<file path="src/rtl/mdio_arbitro.sv">
// Round-robin arbiter sharing one generador_mdio between two requesters.
// Loads the winning frame, strobes the generator, counts MDC rises and captures read data.
module mdio_arbitro #(
   parameter int unsigned TIMEOUT_CYC = 1023
) (
   input  logic        clk,
   input  logic        reset,
   input  logic [1:0]  req,
   input  logic [31:0] trans0,
   input  logic [31:0] trans1,
   output logic [1:0]  grant,
   output logic [1:0]  done,
   output logic        err,
   output logic [15:0] rd_data,
   output logic        start_stb,
   output logic [31:0] transaccion,
   input  logic        mdc,
   input  logic        mdio_in
);

   localparam int TW = $clog2(TIMEOUT_CYC + 1);
   localparam logic [TW-1:0] TMO_MAX = TW'(TIMEOUT_CYC);
   localparam logic [TW-1:0] TMO_ONE = TW'(1);

   typedef enum logic [1:0] {IDLE, RUN, DONE} state_t;

   state_t        state, state_d;
   logic          rr, owner, mdc_q;
   logic [5:0]    edge_cnt;
   logic [TW-1:0] tmo_cnt;
   logic [15:0]   cap, cap_d;
   logic          rise, is_rd, win;
   logic [1:0]    grant_d, done_d;
   logic          start_d, err_d;

   assign rise  = mdc & ~mdc_q;
   assign is_rd = (transaccion[29:28] == 2'b10);
   // Round-robin only matters when both request; otherwise the lone requester wins.
   assign win   = (req == 2'b11) ? rr : req[1];
   // Rises 17..32 carry the read data, MSB first.
   assign cap_d = (is_rd && rise && edge_cnt[5:4] == 2'b01) ? {cap[14:0], mdio_in} : cap;

   always_comb begin
      state_d = state;
      grant_d = 2'b00;
      start_d = 1'b0;
      done_d  = 2'b00;
      err_d   = 1'b0;
      case (state)
         IDLE: begin
            if (req != 2'b00) begin
               state_d = RUN;
               grant_d = win ? 2'b10 : 2'b01;
               start_d = 1'b1;
            end
         end
         RUN: begin
            if (rise) begin
               if (edge_cnt == 6'd31) begin
                  state_d = DONE;
                  done_d  = owner ? 2'b10 : 2'b01;
               end
            end else if (tmo_cnt == TMO_MAX) begin
               state_d = DONE;
               done_d  = owner ? 2'b10 : 2'b01;
               err_d   = 1'b1;
            end
         end
         DONE:    state_d = IDLE;
         default: state_d = IDLE;
      endcase
   end

   always_ff @(posedge clk or negedge reset) begin
      if (!reset) begin
         state       <= IDLE;
         grant       <= 2'b00;
         start_stb   <= 1'b0;
         done        <= 2'b00;
         err         <= 1'b0;
         transaccion <= 32'h0;
         rd_data     <= 16'h0;
         rr          <= 1'b0;
         owner       <= 1'b0;
         mdc_q       <= 1'b0;
         edge_cnt    <= 6'd0;
         tmo_cnt     <= '0;
         cap         <= 16'h0;
      end else begin
         state     <= state_d;
         grant     <= grant_d;
         start_stb <= start_d;
         done      <= done_d;
         err       <= err_d;
         mdc_q     <= mdc;
         case (state)
            IDLE: begin
               if (req != 2'b00) begin
                  transaccion <= win ? trans1 : trans0;
                  owner       <= win;
                  edge_cnt    <= 6'd0;
                  tmo_cnt     <= '0;
               end
            end
            RUN: begin
               cap <= cap_d;
               if (rise) begin
                  edge_cnt <= edge_cnt + 6'd1;
                  tmo_cnt  <= '0;
               end else if (tmo_cnt != TMO_MAX) begin
                  tmo_cnt <= tmo_cnt + TMO_ONE;
               end
               // rd_data is updated together with done so it is valid during the pulse.
               if (state_d == DONE && is_rd)
                  rd_data <= err_d ? 16'hFFFF : cap_d;
            end
            DONE:    rr <= ~owner;
            default: ;
         endcase
      end
   end

endmodule
</file>
<file path="config.mk">
export PLATFORM = sky130hd
export DESIGN_NAME = mdio_arbitro
export DESIGN_NICKNAME = d
export VERILOG_FILES = /design/src/rtl/mdio_arbitro.sv
export SDC_FILE = /design/constraint.sdc
export NUM_CORES = 1
export LEC_CHECK = 0
export CORE_MARGIN = 2
export CORE_UTILIZATION = 39
export CTS_CLUSTER_DIAMETER = 100
export DETAILED_ROUTE_END_ITERATION = 7
export HOLD_SLACK_MARGIN = 0.08
export PLACE_DENSITY = 0.68
export SYNTH_ARGS = -nofsm -noshare
export SYNTH_HDL_FRONTEND = slang
export SYNTH_SLANG_ARGS = --single-unit
</file>
<file path="constraint.sdc">
create_clock -name clk -period 2.9 [get_ports clk]
set_clock_uncertainty 0.1 [all_clocks]
set_input_delay 0.58 -clock clk [delete_from_list [all_inputs] [get_ports clk]]
set_output_delay 0.58 -clock clk [all_outputs]
set_load 0.02 [all_outputs]
</file>
==> qor.txt, run 1 <==
Final Hold Viols -> 0
io pins -> 124
DRC Markers -> 0
# rows -> 37
Detailed Routing Iterations Pass 1 -> 4
final setup vio count -> 0
Fmax -> 440 MHz
Nets -> 525
largest net degree at the start of global routing -> 48
Worst Path Required -> 3.08 ns
Yosys cell types -> 50
Tightest Hold Check Type -> in2async
end of the critical path -> rd_data[9]
vias per cell -> 5.20
outcome -> finished clean
Worst-path clk slew -> 0.09 ns
PortBufs -> 123
max cap viols -> 0
syn nets -> 402
reg2reg start -> tmo_cnt[0]
post_cts resized -> 0
dpl hpwl -> 6610 um
Comb power frac -> 32.7%
vias in the first global route -> 3,258
Worst-Margin Slew -> 0.590 ns
NetSw -> 1.23 mW
Reg2Reg Depth -> 6
main combinational cell family by area after synthesis -> compound AO/OA/AOI/OAI gates
mux cell area share after synthesis -> 9.45%
CTS Sinks -> 91
Die Wd -> 107 um
Crit Reg-Reg Endpoint -> rd_data[9]
sequential share of power -> 44.1%
Routed met3 length -> 820 um
Synth area leaders -> dfrtp_1 55%, a221o_1 7.7%, mux2i_1 4.8%
adder and majority gate portion of the synthesized area -> 0.604%
Critical Path Start -> mdc
Sw Share -> 31.6%
Gate Count Post-Synth -> 330
antenna diode count -> 0
min cycle time layout -> 2.27 ns
met1 WL -> 4230 um
pwr dens -> 680 nW/um^2
Synthesis Warnings -> 0
critical path peak fanout -> 11
Worst EP arrival -> 2.46 ns
Slew headroom -> 60.7%
Starting Density -> 40.1%
routed wire length -> 9280 um
CTS max path bufs -> 2
Worst path top cell family by delay -> simple AND/OR/NAND/NOR gates
Die Area -> 11,500 um^2
TNS Setup -> 0 ns
initial antenna violation count -> 0
Setup Buffers After CTS -> 0
Worst Setup End Kind -> flip-flop
top-area cell type share of the netlist area -> 55.0%
register area -> 2280 um^2
EDFF count, synth -> 0
area occupied by multi-input gates -> 1730 um^2
ANT nets after route -> 0
critical path, cell by cell -> clkdlybuf4s50_1 -> nor2b_2 -> or4_4 -> a21oi_4 -> buf_4 -> a2bb2oi_1
setup slack after layout -> 0.626 ns
Post-Synthesis Cell Area -> 4140 um^2
top routing layer in use -> met4
post-synthesis compound-gate area fraction -> 18.3%
area delta synth->final -> 38.2%
all-layer global routing usage -> 17.3%
vias post-DR -> 3,087
sequential fraction of the synthesis area -> 55.0%
first-pass GRT wire length -> 15,700 um
CTS H-tree depth -> 3
period utilisation layout -> 78.4%
Top FF cell, synth -> dfrtp_1
Worst-Skew Late Latency -> 0.36 ns
total grt overflow -> 0
syn_area_per_cell -> 12.6 um^2
Place WS -> 0.259 ns
RSZ-0062 raised after global routing -> no
core area -> 10,300 um^2
R2R Setup Slk -> 0.66 ns
TritonCTS Buffers -> 9
slowest CP cell -> or4_4
# fillers -> 884
Die Height -> 107 um
layout cells sized above 1 -> 14.0%
TritonCTS clock tree -> yes
# hold bufs at CTS -> 0
routability cong. -> 0.832
maximum vdd drop -> 0.000422 V
Simple-Gate Fraction of Synth Area -> 12.7%
Yosys reg bits -> 91
CP Depth -> 6
First DRT Iteration DRCs -> 124
DR WL/cell -> 15.6 um
Post-Synth XOR/XNOR Area -> 0.423%
buffer and inverter count on the worst path -> 2
startpoint types -> input port
CP Class -> in2reg
Synth area leader -> dfrtp_1
Clock Power Share -> 23.2%
Lkg Pwr -> 2.40 nW
met2 routed wirelength -> 4080 um
Int Pwr -> 2.66 mW
final slew viol count -> 0
slowest stage delay, CP -> 0.54 ns
CTS Root Cell -> clkbuf_8
share of async-settable or async-resettable flops after synthesis -> 100%
## cell families (layout without fill, tap and decap cells)
| group | count (synthesis) | after routing |
|---|---|---|
| flip-flops | 91 | 91 |
| AND/OR/NAND/NOR | 91 | 91 |
| AO/OA/AOI/OAI | 80 | 80 |
| multiplexers | 37 | 37 |
| buffers and inverters | 27 | 155 |
| adder cells (fa/ha/maj) | 2 | 2 |
| XOR/XNOR | 2 | 2 |
## area by class of cell
| class | instances | share of cell area (%) |
|---|---|---|
| Clock inverter | 5 | 1.16 |
| Inverter | 6 | 0.393 |
| Clock buffer | 11 | 2.47 |
| Multi-Input combinational cell | 212 | 30.3 |
| Timing Repair Buffer | 133 | 23.0 |
| Tap cell | 136 | 2.97 |
| Sequential cell | 91 | 39.8 |
## registers in the layout, indices dropped and copies added, names as in the netlist
register,flops
start_stb,1
transaccion,32
rr,1
owner,1
grant,2
state,2
mdc_q,1
edge_cnt,6
done,2
rd_data,16
err,1
tmo_cnt,10
cap,16
## cells in the mapped netlist (3+ instances only)
cell,count
a21oi_1,7
buf_6,3
a2bb2oi_1,5
clkbuf_1,13
mux2i_1,20
a2bb2oi_2,10
nand4_1,3
nand2b_1,8
and2_0,26
dfrtp_1,91
inv_1,6
nand3_1,6
o31ai_1,5
mux2_2,17
nand2_1,17
o21ai_0,5
a221o_1,32
nor2_1,7
and2_1,9
## layout by cell type (no fill, tap or decap), types with 4 or more instances in the layout
cell,instances
nand2b_1,8
clkdlybuf4s50_1,122
nand2_1,17
mux2_2,17
mux2i_1,20
o21ai_0,4
clkbuf_8,10
and2_0,26
nand3_1,6
a2bb2oi_2,10
buf_4,10
and2_1,9
inv_1,6
o31ai_1,5
a21oi_1,6
a221o_1,32
nor2_1,7
dfrtp_1,91
a2bb2oi_1,5
## how the worst min path moves through the flow
stage	startpoint	to	slack (ns)	depth (start not counted)
global placement	owner	done[0]	0.36	1
detailed placement	owner	done[0]	0.37	1
CTS	reset	transaccion[16]	0.14	1
finish	reset	mdc_q	0.12	1
global route	reset	mdc_q	0.16	1
floorplan	reset	cap[0]	0.18	0
## metal layers
layer | GRT usage, % | vias up
met3 | 6.38 | 13
met4 | 6.22 | 0
li1 | - | 1483
met5 | 0 | -
met1 | 22.4 | 1478
met2 | 26.6 | 113
## power by group through the flow
stage	logic [mW]	clock network (mW)	registers, mW
final	1.27	0.903	1.72
after global routing	1.37	0.994	1.76
after CTS	1.29	0.927	1.72
after detailed placement	1.30	0	1.72
after global placement	1.28	0	1.74
after floorplan	0.374	0	1.97
## metrics by stage
stage | hold slack (ns) | power [mW] | area (um^2) | util, % | std cells
after floorplan | 0.184 | 2.35 | 4140 | - | 330
after global placement | 0.361 | 3.01 | 5520 | 53.5 | 578
after detailed placement | 0.369 | 3.02 | 5520 | 53.5 | 578
after CTS | 0.140 | 3.94 | 5730 | 55.5 | 594
after global routing | 0.161 | 4.13 | 5730 | 55.5 | 594
final | 0.122 | 3.89 | 5730 | 55.5 | 594
Note: power is estimated with default switching activity, not from simulation.
==> run 2: changes to the inputs <==
Clock period 2.9 ns to 2.3 ns, I/O delays scaled along.
==> qor.txt, run 2 (synthesized netlist as in run 1, its figures left out) <==
routed wire length -> 9520 um (was 9280 um)
critical path peak fanout -> 11 (unchanged)
commonest non-fill, non-tap cell in the layout -> clkdlybuf4s50_1 (unchanged)
Slew headroom -> 73.1% (was 60.7%)
min cycle time layout -> 2.03 ns
first-pass GRT wire length -> 16,000 um (was 15,700 um)
Worst Setup End Kind -> flip-flop (unchanged)
layout cells sized above 1 -> 17.4% (was 14.0%)
Worst-Skew Late Latency -> 0.35 ns (was 0.36 ns)
Int Pwr -> 3.48 mW (was 2.66 mW)
First DRT Iteration DRCs -> 83 (was 124)
Placed Cells -> 597 (was 578)
# fillers -> 868 (was 884)
routability cong. -> 0.831 (was 0.832)
TritonCTS clock tree -> yes (unchanged)
CP Class -> in2reg (unchanged)
max FFs per register -> 32 (unchanged)
Worst EP arrival -> 2.17 ns (was 2.46 ns)
maximum vdd drop -> 0.000495 V (was 0.000422 V)
Detailed Routing Iterations Pass 1 -> 4 (unchanged)
Die Wd -> 107 um (unchanged)
all-layer global routing usage -> 17.6% (was 17.3%)
ANT nets after route -> 0 (unchanged)
Tightest Hold Check Type -> in2async (unchanged)
vias in the first global route -> 3,327 (was 3,258)
PortBufs -> 123 (unchanged)
Die Height -> 107 um (unchanged)
Clock Power Share -> 23.8% (was 23.2%)
io pins -> 124 (unchanged)
Worst Path Required -> 2.45 ns (was 3.08 ns)
max cap viols -> 0 (unchanged)
startpoint types -> input port (unchanged)
outcome -> finished clean (unchanged)
Fmax -> 494 MHz
Setup Buffers After CTS -> 0 (unchanged)
vias post-DR -> 3,148 (was 3,087)
# rows -> 37 (unchanged)
Worst-path clk slew -> 0.09 ns (about the same)
most frequent cells in the layout -> 122 x clkdlybuf4s50_1, 91 x dfrtp_1, 32 x a221o_1 (unchanged)
Die Area -> 11,500 um^2 (unchanged)
pwr dens -> 845 nW/um^2 (was 680 nW/um^2)
NetSw -> 1.53 mW (was 1.23 mW)
Comb power frac -> 33.0% (was 32.7%)
final setup vio count -> 0 (unchanged)
Reg with most FFs -> transaccion (unchanged)
CTS Sinks -> 91 (unchanged)
initial antenna violation count -> 0 (unchanged)
Lkg Pwr -> 2.51 nW (was 2.40 nW)
total grt overflow -> 0 (unchanged)
DR WL/cell -> 15.5 um (was 15.6 um)
final std cells w/o fill -> 613 (was 594)
Min Hold Slack -> 0.373 ns (was 0.122 ns)
period utilisation layout -> 88.1%
TritonCTS Buffers -> 9 (unchanged)
largest net degree at the start of global routing -> 49 (was 48)
sequential share of power -> 43.1% (was 44.1%)
core area -> 10,300 um^2 (unchanged)
Worst-Margin Slew -> 0.404 ns (was 0.590 ns)
final slew viol count -> 0 (unchanged)
Starting Density -> 40.1% (unchanged)
Nets -> 545 (was 525)
CTS H-tree depth -> 3 (unchanged)
Final Hold Viols -> 0 (unchanged)
CTS Root Cell -> clkbuf_8 (unchanged)
Top Registers -> transaccion x32, cap x16, rd_data x16 (unchanged)
dpl hpwl -> 7190 um (was 6610 um)
RSZ-0062 raised after global routing -> no (unchanged)
antenna diode count -> 0 (unchanged)
Sw Share -> 30.5% (was 31.6%)
CTS max path bufs -> 2 (unchanged)
DRC Markers -> 0 (unchanged)
area delta synth->final -> 43.2% (was 38.2%)
post_cts resized -> 0 (unchanged)
vias per cell -> 5.14 (was 5.20)
==> run 2: cell types whose count changed in the layout (fill, tap and decap cells not counted) <==
cell,before,now
buf_4,10,26
buf_12,1,4
bufinv_16,1,2
clkbuf_1,1,0
clkinv_4,0,1
dlygate4sd3_1,0,1
inv_6,2,1
inv_8,1,0
==> run 2: path summary, 6_finish.rpt <==
| check | startpoint | to | slack (ns) | depth (start not counted) |
|---|---|---|---|---|
| setup / recovery | mdc | tmo_cnt[0] | 0.27 | 7 |
| hold / removal | reset | rd_data[3] | 0.37 | 2 |
| setup reg to reg | tmo_cnt[1] | tmo_cnt[0] | 0.28 | 7 |
| hold reg to reg | owner | done[0] | 0.38 | 1 |
| max in group asynchronous | reset | cap[10] | 1.09 | 3 |
| min in group clk | owner | done[0] | 0.38 | 1 |
==> run 2: metal layers <==
| metal | share of wire (%) | vias to the layer above | track usage [%] |
|---|---|---|---|
| met5 | 0 | - | 0 |
| met4 | 1.5 | 0 | 6.49 |
| met3 | 8.6 | 12 | 5.90 |
| met2 | 45 | 110 | 27.7 |
| met1 | 44 | 1521 | 22.5 |
| li1 | - | 1505 | - |
==> run 2: what timing repair did <==
action                                  in CTS  in global routing
endpoints found under the hold margin       10                  0
endpoints found under the setup margin       0                  0
hold buffers                                 1                  0
==> run 2: power by group through the flow <==
stage          logic [mW]  registers [mW]  clock network, mW
5_1_grt              1.77            2.21               1.31
4_1_cts              1.67            2.16               1.23
3_3_place_gp         1.65            2.18                  0
6_report             1.65            2.16               1.19
3_5_place_dp         1.68            2.17                  0
2_1_floorplan       0.472            2.49                  0
==> run 2: worst max-delay path: stages <==
cell and delay, ns:
clkdlybuf4s50_1 0.46, nor2b_2 0.19, buf_4 0.14, o41ai_1 0.34, buf_4 0.24, a2111oi_0 0.10, a31o_2 0.24
==> run 2: metrics by stage <==
step	area, um^2	utilization (%)	worst slack (ns)	power [mW]	TNS [ns]
after floorplan	4140	-	0.223	2.96	0
after global placement	5700	55.2	-0.0145	3.82	-0.0145
after detailed placement	5700	55.2	-0.0577	3.85	-0.279
after CTS	5930	57.5	0.285	5.07	0
after global routing	5930	57.5	0.109	5.28	0
final	5930	57.5	0.275	5.01	0
==> run 2: final cells by class <==
class                   instances  area, um^2  area share [%]
repair buffers                153        1510            25.4
well taps                     136         170            2.87
multi-input cells             212        1730            29.2
inverters                       6        22.5           0.380
clock buffers                  10         138            2.32
flip-flops and latches         91        2280            38.4
clock inverters                 5        85.1            1.43
